<file path="config.mk">
export PLATFORM = sky130hd
export DESIGN_NAME = key_bounce_gen
export DESIGN_NICKNAME = d
export VERILOG_FILES = /design/src/rtl/key_bounce_gen.sv
export SDC_FILE = /design/constraint.sdc
export NUM_CORES = 1
export LEC_CHECK = 0
export CAP_MARGIN = 20
export CORE_MARGIN = 2
export CORE_UTILIZATION = 33
export CTS_CLUSTER_SIZE = 20
export DETAILED_ROUTE_END_ITERATION = 6
export PLACE_DENSITY_LB_ADDON = 0.25
export RECOVER_POWER = 50
export SETUP_SLACK_MARGIN = 0.1
export SLEW_MARGIN = 15
export SYNTH_ARGS = -nofsm -noshare
export SYNTH_HDL_FRONTEND = slang
export SYNTH_SLANG_ARGS = --single-unit
</file>
<file path="constraint.sdc">
create_clock -name clk -period 3.46 [get_ports clk]
set_input_delay 0.692 -clock clk [delete_from_list [all_inputs] [get_ports clk]]
set_output_delay 0.692 -clock clk [all_outputs]
set_load 0.05 [all_outputs]
</file>
<file path="src/rtl/key_bounce_gen.sv">
// key_bounce_gen
// Stimulus source that emulates mechanical push-button presses on up to N key
// lines, contact bounce included. It stands in for physical buttons in front
// of key_debounce during bring-up and regression. One accepted start produces
// one press: bounce-in, clean hold, bounce-out, release. Glitch segment
// lengths come from a 16-bit Galois LFSR (x^16+x^14+x^13+x^11+1) that is
// reseeded on reset, so every run after reset repeats the same pattern.
//
// Ports
//   clk       in   1      system clock
//   rst       in   1      asynchronous, active-high reset
//   start     in   1      request one press sequence (sampled only in IDLE)
//   key_mask  in   N      lines to press, captured on accept
//   hold_len  in   CNT_W  clean hold duration, captured on accept
//   key_out   out  N      emulated key lines (registered)
//   busy      out  1      sequence in progress (state != IDLE)
//   done      out  1      one-cycle pulse when a sequence completes
//
// state | meaning
// ------+-------------------------------------------------------------
// IDLE  | lines released, waiting for start
// BIN   | bounce-in: BOUNCE_EDGES glitch toggles, then force pressed
// HOLD  | clean pressed level, hold_cnt counts down to zero
// BOUT  | bounce-out: BOUNCE_EDGES glitch toggles, then force released
//
// SEG_W must not exceed 16 (segment length is taken from the LFSR).

module key_bounce_gen #(
    parameter int   N            = 1,
    parameter int   CNT_W        = 32,
    parameter int   SEG_W        = 8,
    parameter int   BOUNCE_EDGES = 6,
    parameter logic IDLE_LEVEL   = 1'b0,
    parameter logic [15:0] SEED  = 16'hACE1
) (
    input  logic             clk,
    input  logic             rst,
    input  logic             start,
    input  logic [N-1:0]     key_mask,
    input  logic [CNT_W-1:0] hold_len,
    output logic [N-1:0]     key_out,
    output logic             busy,
    output logic             done
);

    localparam int   EDGE_W  = (BOUNCE_EDGES < 1) ? 1 : $clog2(BOUNCE_EDGES + 1);
    localparam logic [EDGE_W-1:0] EDGE_LAST = EDGE_W'(BOUNCE_EDGES);
    localparam logic PRESSED = ~IDLE_LEVEL;
    localparam logic [15:0] LFSR_TAPS = 16'hB400;

    typedef enum logic [1:0] {
        IDLE = 2'd0,
        BIN  = 2'd1,
        HOLD = 2'd2,
        BOUT = 2'd3
    } state_t;

    state_t            state,    state_nxt;
    logic [N-1:0]      key_nxt;
    logic              done_nxt;
    logic [15:0]       lfsr,     lfsr_nxt;
    logic [EDGE_W-1:0] edge_cnt, edge_nxt;
    logic [SEG_W-1:0]  seg_cnt,  seg_nxt;
    logic [CNT_W-1:0]  hold_cnt, hold_cnt_nxt;
    logic [N-1:0]      mask_r,   mask_nxt;
    logic [CNT_W-1:0]  hold_r,   hold_r_nxt;

    // Right-shifting Galois form: the bit shifted out feeds back into the taps.
    function automatic logic [15:0] lfsr_adv(input logic [15:0] v);
        if (v[0]) begin
            return (v >> 1) ^ LFSR_TAPS;
        end
        return v >> 1;
    endfunction

    always_ff @(posedge clk or posedge rst) begin
        if (rst) begin
            state    <= IDLE;
            key_out  <= {N{IDLE_LEVEL}};
            done     <= 1'b0;
            lfsr     <= SEED;
            edge_cnt <= '0;
            seg_cnt  <= '0;
            hold_cnt <= '0;
            mask_r   <= '0;
            hold_r   <= '0;
        end else begin
            state    <= state_nxt;
            key_out  <= key_nxt;
            done     <= done_nxt;
            lfsr     <= lfsr_nxt;
            edge_cnt <= edge_nxt;
            seg_cnt  <= seg_nxt;
            hold_cnt <= hold_cnt_nxt;
            mask_r   <= mask_nxt;
            hold_r   <= hold_r_nxt;
        end
    end

    always_comb begin
        state_nxt    = state;
        key_nxt      = key_out;
        done_nxt     = 1'b0;
        lfsr_nxt     = lfsr;
        edge_nxt     = edge_cnt;
        seg_nxt      = seg_cnt;
        hold_cnt_nxt = hold_cnt;
        mask_nxt     = mask_r;
        hold_r_nxt   = hold_r;

        case (state)
            IDLE: begin
                if (start) begin
                    mask_nxt   = key_mask;
                    hold_r_nxt = hold_len;
                    edge_nxt   = '0;
                    seg_nxt    = '0;
                    // An empty mask has nothing to press: stay idle and
                    // complete immediately, done is high in the next cycle.
                    if (key_mask == '0) begin
                        done_nxt = 1'b1;
                    end else begin
                        state_nxt = BIN;
                    end
                end
            end

            BIN, BOUT: begin
                if (seg_cnt != '0) begin
                    seg_nxt = seg_cnt - 1'b1;
                end else if (edge_cnt != EDGE_LAST) begin
                    // Glitch: flip the selected lines and draw the length of
                    // the next segment (value + 1 cycles) from the LFSR.
                    key_nxt  = key_out ^ mask_r;
                    edge_nxt = edge_cnt + 1'b1;
                    seg_nxt  = lfsr[SEG_W-1:0];
                    lfsr_nxt = lfsr_adv(lfsr);
                end else if (state == BIN) begin
                    key_nxt      = (key_out & ~mask_r) | (mask_r & {N{PRESSED}});
                    hold_cnt_nxt = hold_r;
                    state_nxt    = HOLD;
                end else begin
                    key_nxt   = (key_out & ~mask_r) | (mask_r & {N{IDLE_LEVEL}});
                    done_nxt  = 1'b1;
                    state_nxt = IDLE;
                end
            end

            HOLD: begin
                // Pressed level lasts hold_r + 2 cycles: the forcing cycle,
                // hold_r countdown cycles and the hand-off cycle into BOUT.
                if (hold_cnt != '0) begin
                    hold_cnt_nxt = hold_cnt - 1'b1;
                end else begin
                    edge_nxt  = '0;
                    seg_nxt   = '0;
                    state_nxt = BOUT;
                end
            end

            default: begin
                state_nxt = IDLE;
            end
        endcase
    end

    assign busy = (state != IDLE);

endmodule
</file>
==> results.cfg <==
[critical_path]
r2r_start = state[0]$_DFFE_PP0P_
critPathMaxFanout = 5
r2r-end = hold_cnt[8]$_DFFE_PP0P_
reg2regPathDepth = 8
cp.required_ns = 2.77
crit_path_end_kind = primary output
arrival_ns = 2.00
crit_path_start = state[0]$_DFFE_PP0P_
startpoint_type = flop
regToRegSetupSlack_ns = 0.77
path_class = flop to primary output

[floorplan]
rows = 45
initial_utilization_pct = 33.9
coreArea_um2 = 15300
die_area_um2 = 16700
die_w_um = 129
num_io_pins = 39
fp.dieH_um = 129

[routing]
detail_route.first_pass.iterations = 5
drcViolationCount = 0
drt-total-wl_um = 12900
num_vias = 4178
drt-wirelength-per-cell_um = 17.2
routed_via_density = 5.56
antenna_left = 0
drtIter0Drc = 320

[synthesis]
synth_top_area_share_pct = 42.5
syn_inst = 503
synth_commonest_cells = dfrtp_1 (88), mux2_2 (48), nand2_1 (38), o21ai_0 (32)
ys_types = 70
synth_edf_count = 0
yosys-top-cells-area = dfrtp_1 (43%), mux2_2 (10%), dfstp_2 (4.1%)
syn-mean-instance-area_um2 = 10.3
synth-seq-cells = 96
syn_area_um2 = 5180
synth-main-ff-cell = dfrtp_1
syn-num-nets = 548
async_flop_share_pct = 100
seq_area_frac_synth_pct = 46.6
yosysMostFrequentCell = dfrtp_1
ys_warn_count = 0
yosysTopAreaCell = dfrtp_1

[finish]
final_core_util_pct = 40.1
fin_nets = 580
antennaDiodeCount = 0
syn2layout_area_growth_pct = 18.3
drive_gt1_share_pct = 18.7

[grt]
grt_pass1_wl_um = 21300
grt_max_degree = 54
antenna_found_initial = 0
grtUsageTotal_pct = 16.3
grt-ovfl-total = 0
grt_pass1_vias = 4041

[placed_design]
dpl_worst_slack_ns = 0.728
port_buffers = 38
dp_hpwl_um = 8920
gp_congestion = 0.827

[clock_tree]
htree_levels = 3
clk_latency_ns = 0.36
cts_root_buf = clkbuf_16
cts_tree = built
cts-resized-gates = 0
clkSlewWorstSetupHoldPaths_ns = 0.07
cts_buffers = 9
cts.sinks = 96
cts_hold_buf = 0
clockBufferDepth = 2
cts_setup_buffers = 0

[power_and_ir_drop]
p_comb_share_pct = 39.7
switchingPower_mw = 1.73
powerDensity_nw_per_um2 = 728
seqPwrFrac_pct = 36.2
finalPower_mw = 4.46
clkPwrFrac_pct = 24.1
vdd_drop_max_mv = 0.299
netSwitchingFraction_pct = 38.9
p_int_mw = 2.73
p_leak_nw = 2.64

[outcome]
status = finished with violations
violations = capacitance limit, slew limit

[timing]
final_hold_viol_count = 0
rsz0062_at_grt = no
period_share_pct = 77.9
relSlewSlack_pct = -39.8
layout_setup_ws_ns = 0.766
tightest_slew_ns = 2.09
fin_crit_ns = 2.69
fin_skew_ns = 0.00649
whs_ns = 0.501
tns_ns = 0
setup_viol = 0
max_freq_ghz = 0.371
final_max_slew_viol_count = 53

[worst_hold_path]
holdPathStages = 2
min_from = lfsr[10]$_DFFE_PP1P_
hp-class = flop to flop
whs_endpoint = lfsr[10]$_DFFE_PP1P_

[flow_run]
maxCapViolCount = 1
[cell families (layout without fill, tap and decap cells)]
kind of cell / Yosys count / in the layout / share of synthesized area (%)
adder cells (fa/ha/maj): 9 / 9 / 2.18
flip-flops: 96 / 96 / 46.6
XOR/XNOR: 3 / 3 / 0.508
AO/OA/AOI/OAI: 140 / 140 / 18.5
AND/OR/NAND/NOR: 164 / 164 / 18.0
buffers and inverters: 42 / 79 / 3.65
multiplexers: 49 / 49 / 10.6
[per-layer routing]
layer / share of wire (%) / GRT usage [%] / vias up
met5: 0 / 0 / -
met4: 2.2 / 6.97 / 0
met2: 45 / 24.6 / 89
li1: - / - / 1971
met1: 49 / 23.2 / 2103
met3: 4.0 / 2.48 / 15
[stage by stage]
step,area (um2),std cells
2_1_floorplan,5180,503
3_3_place_gp,5820,735
3_5_place_dp,5820,735
4_1_cts,6130,751
5_1_grt,6120,751
6_report,6120,751
[placed cells by master, fill, tap and decap left out, types with 4 or more instances in the layout]
master           instances
ha_1                     9
dfstp_2                  8
or4_1                    5
mux2_2                  48
a31oi_1                  6
nor3_1                  19
o31ai_1                  8
nand3_1                 10
a22oi_1                  4
inv_1                   12
a21oi_1                 25
and3_1                   5
clkdlybuf4s50_1         37
o21ai_0                 32
clkbuf_16                9
nor4_1                  14
dfrtp_1                 88
nand2_1                 38
or3_1                   11
a32oi_1                  4
nand4_1                  6
o21ai_1                  5
nor2_1                  25
a211oi_1                 7
a2bb2oi_1                4
o22ai_1                  4
buf_4                    9
o211ai_1                 6
[layout make-up]
cell class,count,area [um2]
Inverter,12,45.0
Timing Repair Buffer,51,513
Multi-Input combinational cell,365,2580
Tap cell,211,264
Clock buffer,11,233
Clock inverter,5,81.3
Sequential cell,96,2410
Fill cell,1476,9130
[sequential cells by signal (all words and copies together), names as in the netlist, named ones only]
register  cells
mask_r        1
seg_cnt       8
hold_r       32
lfsr         16
state         2
hold_cnt     32
done          1
edge_cnt      3
[critical path, stage by stage (launching register included)]
cell	delay [ns]
dfrtp_1	0.41
inv_1	0.08
ha_1	0.24
inv_1	0.10
clkdlybuf4s50_1	0.80
[worst max path at each step]
stage / endpoint / slack (ns) / cells after the start
final: busy / 0.77 / 4
after CTS: busy / 0.74 / 4
after global routing: hold_r[22]$_DFFE_PP0P_ / 0.34 / 3
after global placement: state[1]$_DFFE_PP0P_ / 0.75 / 6
after floorplan: asynchronous set/reset pin / 0.28 / 1
after detailed placement: state[1]$_DFFE_PP0P_ / 0.73 / 6
[power groups by stage]
stage	clock, mW	combinational [mW]	sequential [mW]
detailed placement	0	1.74	1.63
CTS	1.10	1.75	1.61
finish	1.08	1.77	1.62
global route	1.15	1.95	1.65
global placement	0	1.72	1.62
floorplan	0	1.35	1.56
No activity file was read; power rests on OpenSTA's default activity.
